`src/rtl/mux4_arb_pkg.sv`:
```
// Shared types and helpers for the 4-requester round-robin mux arbiter.
// Holds the FSM state enum, the requester/select sizes and the rotating-priority pick.
package mux4_arb_pkg;

    localparam int NUM_REQ = 4;
    localparam int SEL_W   = 2;

    typedef enum logic {
        IDLE  = 1'b0,
        GRANT = 1'b1
    } state_t;

    typedef struct packed {
        logic             found;
        logic [SEL_W-1:0] idx;
    } pick_t;

    // Search order is last+1, last+2, last+3, last+4 (mod 4); scanning backwards
    // lets the nearest set requester overwrite any farther one.
    function automatic pick_t rr_pick(input logic [NUM_REQ-1:0] req,
                                      input logic [SEL_W-1:0]   last);
        pick_t            p;
        logic [SEL_W-1:0] cand;
        p.found = 1'b0;
        p.idx   = last;
        for (int k = NUM_REQ; k >= 1; k--) begin
            cand = last + SEL_W'(k);
            if (req[cand]) begin
                p.found = 1'b1;
                p.idx   = cand;
            end
        end
        return p;
    endfunction

    function automatic logic [NUM_REQ-1:0] onehot(input logic [SEL_W-1:0] idx);
        return NUM_REQ'(1) << idx;
    endfunction

endpackage

```
`src/rtl/mux4.sv`:
```
// Existing 4:1 single-bit datapath mux: y = d[{a1,a2}] while a3 is high.
// a3 is an active-high output enable; with a3 low the output is forced to 0.
module mux4 (
    input  logic [3:0] d,
    input  logic       a1,
    input  logic       a2,
    input  logic       a3,
    output logic       y
);

    assign y = a3 & d[{a1, a2}];

endmodule

```
`src/rtl/mux4_rr_arbiter.sv`:
```
// Round-robin arbiter and select controller in front of the mux4 datapath.
// Optional MUX4_ARB_BURST_EN keeps a grant for up to MAX_BURST beats; otherwise every beat rotates.
//
// state | meaning
// IDLE  | no requester granted, grant = 0
// GRANT | sel/grant own the mux, beats flow on req[sel] && ack
module mux4_rr_arbiter #(
    parameter int MAX_BURST = 4
) (
    input  logic       clk,
    input  logic       rst,
    input  logic [3:0] req,
    input  logic [3:0] din,
    input  logic       ack,
    output logic [3:0] grant,
    output logic [1:0] sel,
    output logic       dout,
    output logic       dout_valid,
    output logic       busy
);
    import mux4_arb_pkg::*;

    if (MAX_BURST < 1 || MAX_BURST > 15) begin : g_bad_max_burst
        $error("mux4_rr_arbiter: MAX_BURST must be in 1..15");
    end

    state_t             state;
    logic [SEL_W-1:0]   last;
    logic               xfer;
    logic               drop;
    logic               last_beat;
    logic               done;
    logic [NUM_REQ-1:0] req_masked;
    pick_t              idle_pick;
    pick_t              rearb_pick;

`ifdef MUX4_ARB_BURST_EN
    logic [3:0] burst_cnt;
`endif

    assign busy       = (state == GRANT);
    assign dout_valid = (state == GRANT) && req[sel];

    always_comb begin
        xfer       = dout_valid && ack;
        drop       = (state == GRANT) && !req[sel];
`ifdef MUX4_ARB_BURST_EN
        last_beat  = xfer && (burst_cnt == 4'(MAX_BURST - 1));
`else
        last_beat  = xfer;
`endif
        done       = drop || last_beat;
        req_masked = req;
        // A dropped requester must not win its own re-arbitration.
        if (drop) begin
            req_masked[sel] = 1'b0;
        end
        idle_pick  = rr_pick(req, last);
        rearb_pick = rr_pick(req_masked, sel);
    end

    always_ff @(posedge clk or posedge rst) begin
        if (rst) begin
            state <= IDLE;
            grant <= '0;
            sel   <= '0;
            last  <= 2'd3;
`ifdef MUX4_ARB_BURST_EN
            burst_cnt <= '0;
`endif
        end else begin
            case (state)
                IDLE: begin
                    if (idle_pick.found) begin
                        state <= GRANT;
                        grant <= onehot(idle_pick.idx);
                        sel   <= idle_pick.idx;
`ifdef MUX4_ARB_BURST_EN
                        burst_cnt <= '0;
`endif
                    end else begin
                        grant <= '0;
                    end
                end
                GRANT: begin
                    if (done) begin
                        last <= sel;
                        // Hand-off happens on the release edge itself: no idle bubble.
                        if (rearb_pick.found) begin
                            grant <= onehot(rearb_pick.idx);
                            sel   <= rearb_pick.idx;
                        end else begin
                            state <= IDLE;
                            grant <= '0;
                        end
`ifdef MUX4_ARB_BURST_EN
                        burst_cnt <= '0;
`endif
                    end
`ifdef MUX4_ARB_BURST_EN
                    else if (xfer) begin
                        burst_cnt <= burst_cnt + 4'd1;
                    end
`endif
                end
                default: begin
                    state <= IDLE;
                    grant <= '0;
                end
            endcase
        end
    end

    mux4 u_mux4 (
        .d  (din),
        .a1 (sel[1]),
        .a2 (sel[0]),
        .a3 (1'b1),
        .y  (dout)
    );

endmodule

```
`config.mk`:
```
export PLATFORM = sky130hd
export DESIGN_NAME = mux4_rr_arbiter
export DESIGN_NICKNAME = d
export VERILOG_FILES = /design/src/rtl/mux4_arb_pkg.sv /design/src/rtl/mux4.sv /design/src/rtl/mux4_rr_arbiter.sv
export SDC_FILE = /design/constraint.sdc
export NUM_CORES = 1
export LEC_CHECK = 0
export CAP_MARGIN = 20
export CORE_UTILIZATION = 48
export CTS_BUF_LIST = sky130_fd_sc_hd__clkbuf_2 sky130_fd_sc_hd__clkbuf_4 sky130_fd_sc_hd__clkbuf_8
export CTS_CLUSTER_DIAMETER = 50
export DETAILED_ROUTE_END_ITERATION = 6
export PLACE_DENSITY = 0.8
export SETUP_SLACK_MARGIN = 0.02
export SYNTH_ARGS = -nofsm -noshare
export SYNTH_HDL_FRONTEND = slang
export SYNTH_SLANG_ARGS = --single-unit
```
`constraint.sdc`:
```
create_clock -name clk -period 2.45 [get_ports clk]
set_clock_uncertainty 0.05 [all_clocks]
set_input_delay 0.49 -clock clk [delete_from_list [all_inputs] [get_ports clk]]
set_output_delay 0.49 -clock clk [all_outputs]
set_load 0.05 [all_outputs]
```
* Word-level counts from Yosys, hierarchy flattened *
Cells that the tools add are included.

storage, ports and cells
  bits in registers = 9
  logic and storage cells = 78
  bits of input ports = 11

operators by class
  reduce and logical (&&, ||, !) cells = 8
  shifts and indexed selects = 2
  add/sub/neg operators = 6
  multiplexer cells = 43
  equality and inequality tests = 3
  $lt $le $gt $ge = 9
  bitwise gates (word level) = 3

operator list
  kind                                                                                 count
  2-bit by 3-bit less-than comparator with 1-bit output, second input constant         8
  3-bit 2-to-1 mux                                                                     8
  1-bit binary-select mux with 2-bit select                                            10
  4-bit 2-to-1 mux                                                                     4
  1-bit 2-to-1 mux                                                                     14
  2-bit adder, second input constant                                                   4
  4-bit case mux with 2 select lines                                                   1
  1-bit by 2-bit << shifter with 4-bit output, first input constant                    2
  2-bit 2-to-1 mux                                                                     3
  2-bit by 1-bit adder with 2-bit output, second input constant                        2
  4-bit bitwise AND                                                                    1
  1-bit logical AND                                                                    4
  2-bit by 1-bit != test with 1-bit output, second input constant                      2
  4-bit inverter                                                                       1
  2-bit case mux with 2 select lines                                                   1
  3-bit AND reduction                                                                  1
  1-bit demux with 2-bit select                                                        1
  2-bit by 1-bit greater-or-equal comparator with 1-bit output, second input constant  1
  2-bit != test, second input constant                                                 1
  1-bit case mux with 2 select lines                                                   1
  2-bit AND reduction                                                                  1
  1-bit zero test                                                                      1
  1-bit logical OR                                                                     1
  1-bit inverter                                                                       1

* Depth between registers and ports, before layout *
Gate-level depths: netlist of the first run.

  depth after elaboration = 17
  gate-level depth with buffers = 9
  gate-level depth less buffers = 7

* Cells and area by module *
From an unflattened synthesis of the first run, not the netlist that was laid out.

second synthesis, totals
  cell total of the unflattened synthesis = 116
  area, all modules = 996.0 um^2

modules (own cells, without submodules)
  module           seq. area each (um^2)  area each (um^2)  instances  cells an instance
  mux4_rr_arbiter  227.7                  967.2             1          114
  mux4             0.0                    28.8              1          2

* Worst setup path after synthesis of the first run *
OpenSTA, ideal clock, no wires.

  path kind = register -> register
  start = register sel[0]
  end = register grant[2]
  data arrival time = 2.236 ns
  buffers on the path = 2
  slack = 0.038 ns
  stages on the path, launching flop included = 10
  data required time = 2.274 ns
  path through = dfrtp_1 buf_6 buf_4 inv_2 ha_1 mux2_2 mux2i_1 a31oi_4 xnor2_1 a221o_1

on the way
  cells in the longest elaborated chain, start to end = 16
  elaborated cells on any way between the ends = 35
  those cells by class = add/sub: 3; order compare: 2; eq/ne: 1; shift: 1; mux: 20; bitwise: 2; reduce/logical: 6

RTL lines
  item                                                                                                                                                         line                                    text
  start: declaration                                                                                                                                           mux4_rr_arbiter.sv:16                   output logic [1:0] sel,
  start signal: assignment                                                                                                                                     mux4_rr_arbiter.sv:77                   sel <= idle_pick.idx;
  start signal: assignment                                                                                                                                     mux4_rr_arbiter.sv:91                   sel <= rearb_pick.idx;
  2-bit by 3-bit less-than comparator with 1-bit output (not written as such) or 2-bit by 1-bit greater-or-equal comparator with 1-bit output (tied branches)  mux4_rr_arbiter.sv:56                   req_masked[sel] = 1'b0;
  1-bit logical AND (not written as such)                                                                                                                      mux4_rr_arbiter.sv:56
  1-bit 2-to-1 mux (not written as such)                                                                                                                       mux4_rr_arbiter.sv:56
  1-bit demux with 2-bit select                                                                                                                                mux4_rr_arbiter.sv:56
  4-bit inverter (no line)                                                                                                                                     --
  4-bit bitwise AND (no line)                                                                                                                                  --
  4-bit 2-to-1 mux                                                                                                                                             mux4_rr_arbiter.sv:55                   if (drop) begin
  1-bit binary-select mux with 2-bit select                                                                                                                    mux4_arb_pkg.sv:28                      if (req[cand]) begin
  1-bit 2-to-1 mux (not written as such)                                                                                                                       mux4_arb_pkg.sv:28
  3-bit 2-to-1 mux (3 in series)                                                                                                                               mux4_arb_pkg.sv:28
  1-bit by 2-bit << shifter with 4-bit output or 3-bit 2-to-1 mux (tied branches)                                                                              mux4_arb_pkg.sv:37, mux4_arb_pkg.sv:28
  4-bit 2-to-1 mux                                                                                                                                             mux4_rr_arbiter.sv:89                   if (rearb_pick.found) begin
  4-bit 2-to-1 mux                                                                                                                                             mux4_rr_arbiter.sv:86                   if (done) begin
  4-bit case mux with 2 select lines                                                                                                                           mux4_rr_arbiter.sv:72                   case (state)
  end signal: assignment                                                                                                                                       mux4_rr_arbiter.sv:76                   grant <= onehot(idle_pick.idx);
  end signal: assignment                                                                                                                                       mux4_rr_arbiter.sv:90                   grant <= onehot(rearb_pick.idx);
  end: declaration                                                                                                                                             mux4_rr_arbiter.sv:15                   output logic [3:0] grant,

Parallel ways exist; a longest one is shown, timed or not. The select of a mux whose other input is x is not followed.
A chain may end at the register's enable or synchronous reset.

* Worst setup path in the final report of the first run *
  start = register sel[0]
  end = output port dout_valid

on the way
  cells in the longest elaborated chain, start to end = 3

RTL lines
  item                                       line                   text
  1-bit binary-select mux with 2-bit select  mux4_rr_arbiter.sv:42  assign dout_valid = (state == GRANT) && req[sel];
  1-bit 2-to-1 mux (not written as such)     mux4_rr_arbiter.sv:42
  1-bit logical AND                          mux4_rr_arbiter.sv:42
  end: declaration                           mux4_rr_arbiter.sv:18  output logic dout_valid,

Every way passes these cells. The select of a mux whose other input is x is not followed.

==> out/results.txt, run 1 <==
cts bufs inserted -> 3
Rel. slew slack -> 67.0%
Final Cycle Share -> 95.9%
initial antenna violation count -> 0
DR WL/cell -> 15.2 µm
final std cells w/o fill -> 160
main combinational cell family by area after synthesis -> compound AO/OA/AOI/OAI gates
Worst setup startpoint -> sel[0]
Via density -> 5.89
largest net degree at the start of global routing -> 23
height of the die -> 48.1 µm
Ant. Diodes -> 0
crit start category -> register
Hold Buf Count CTS -> 0
Max Cap Viol -> 0
Worst EP required -> 1910 ps
RSZ-0062 raised after global routing -> false
Initial DRC Count -> 23
placed cell count -> 156
XOR/XNOR share of the synthesized area -> 1.72%
Root Driver -> clkbuf_4
Post-Synth Simple-Gate Area -> 23.8%
DIE AREA -> 2310 µm²
Int Pwr -> 0.000921 W
Net Count, Synth -> 119
max-slew violations -> 0
latest clock arrival within the worst-skew pair -> 270 ps
ys flop type -> dfrtp_1
vias in the first global route -> 786
Post-Syn Instances -> 104
EDFF count, synth -> 0
FF-to-FF path depth -> 7
ratio of cells with drive above 1 in the final layout -> 30.8%
Yosys cell types -> 51
flops & latches, synth -> 9
R2R Path End -> grant[0]
Compound-Gate Fraction of Synth Area -> 25.6%
Clk pwr share -> 7.0%
1st-pass router iterations -> 4
Routed Antenna Nets -> 0
Via Count -> 943
Fin. Hold Viols -> 0
DP Wirelength -> 1920 µm
synth-to-layout area growth -> 28.5%
most frequent cells in the layout -> buf_4, clkdlybuf4s50_1, mux2_2, dfrtp_1, nor2_1
reg2reg setup slack -> 220 ps
syn avg cell area -> 9.81 µm²
PwrDens -> 1410 nW/µm²
utilization after layout -> 66.1%
Core Region -> 1980 µm²
Synth warnings -> 0
Comb power frac -> 77.7%
TritonCTS clock tree -> yes
CTS H-tree depth -> 1
Net Sw Power -> 0.000920 W
Sink Count -> 9
first-pass GRT wire length -> 3860 µm
Ports -> 20
most common cell after layout, fill and taps aside -> buf_4
Max Fclk -> 426 MHz
Max IR drop VDD -> 0.880 mV
IO Port Bufs -> 19
outcome -> complete, no violations
gpl congestion -> 0.909
worst reg2reg path startpoint -> sel[0]
min cycle time layout -> 2350 ps
Initial Util -> 51.5%
DRC -> 0
post-synthesis mux area share -> 14.1%
Lkg Pwr -> 0.559 nW
Post-Synth Adder-Cell Area -> 4.91%
Sw Share -> 50.0%
mapped cell area -> 1020 µm²
Crit Path Class -> register to primary output
Worst setup EP type -> primary output
total global-route track usage -> 24.2%
Row Count -> 16
GRT Residual Overflow -> 0
nets -> 149
clock-pin slew on the worst setup and hold paths -> 70 ps
Crit Path Max Fanout -> 22
actual slew at the worst max-slew pin -> 494 ps
Die X -> 48.1 µm
CTS Buffer Depth -> 2
sequential fraction of the synthesis area -> 22.3%
final setup fails -> 0
register share of total power -> 15.3%
asr flop ratio synth -> 100%
Worst Hold Class -> input pin to asynchronous set/reset pin
crit path DAT -> 1810 ps
WL final -> 2440 µm
## worst max-delay path by stage
stage / endpoint / cells past startpoint
after floorplan: grant[2] / 9
after global routing: dout_valid / 4
after global placement: grant[2] / 6
after detailed placement: grant[3] / 6
final: dout_valid / 4
after CTS: dout_valid / 4
## state kept, by name, indices dropped and copies added, names as in the netlist
signal and flops:
last 2, sel 2, busy 1, grant 4
## cells in the mapped netlist, types with 3 or more instances
cell      number  area share [%]
mux2_2         7             7.7
buf_4          3             2.2
dfrtp_1        7              17
nand2_1        4             1.5
nor2_1         6             2.2
buf_6          3             3.3
nor2b_1        4             2.5
a21oi_1        4             2.0
a221o_1        3             2.9
ha_1           4             4.9
nand2b_1       4             2.5
## repair_timing
item                                   4_1_cts  5_1_grt
endpoints found under the hold margin        0        0
buffers inserted                             0        0
gates resized for setup                      1        2
setup endpoints to repair                    1        1
## routing by layer
| layer | global-route usage (%) | routed length, µm |
|---|---|---|
| met3 | 6.30 | 135 |
| met5 | 0 | 0 |
| met4 | 3.89 | 0 |
| met1 | 32.1 | 1040 |
| met2 | 40.3 | 1270 |
## critical path: stages, from the launching register on
cell,delay [ps]
dfrtp_1,350
buf_4,270
mux4_2,550
and2_1,180
buf_4,180
## per-stage QoR
stage | area [µm²] | setup TNS (ps) | hold WS (ps) | total power (W) | worst slack, ps
after global placement | 1280 | 0 | 439 | 0.00167 | 18.2
after floorplan | 1020 | 0 | 266 | 0.00137 | 37.5
after CTS | 1310 | 0 | 447 | 0.00184 | 20.2
after detailed placement | 1280 | -104 | 447 | 0.00171 | -46.6
after global routing | 1310 | 0 | 487 | 0.00197 | 39.5
final | 1310 | 0 | 426 | 0.00184 | 102
## power groups by stage
| stage | clock network [W] | registers, W | logic [W] |
|---|---|---|---|
| 6_report | 0.000129 | 0.000282 | 0.00143 |
| 2_1_floorplan | 0 | 0.000379 | 0.000990 |
| 4_1_cts | 0.000130 | 0.000284 | 0.00143 |
| 3_3_place_gp | 0 | 0.000281 | 0.00139 |
| 5_1_grt | 0.000141 | 0.000293 | 0.00154 |
| 3_5_place_dp | 0 | 0.000287 | 0.00142 |
## final cells by class
class	count	area (µm²)
inverter	3	11.3
tap	27	33.8
clock buffer	4	30.0
fill	165	672
timing repair buffer	33	292
multi-input combinational	84	716
sequential	9	228
## logic make-up after synthesis
logic type	Yosys count
buf+inv	11
compound gates	30
fa+ha+maj	4
mux	11
simple gates	37
xor+xnor	2
flops	9
(Power assumes the default switching activity.)
==> run 2: changes to the inputs <==
Settings changed: CTS_CLUSTER_DIAMETER 50 to 60.
==> results of run 2 <==
The final DEF is identical to that of run 1; final timing and power are the same.
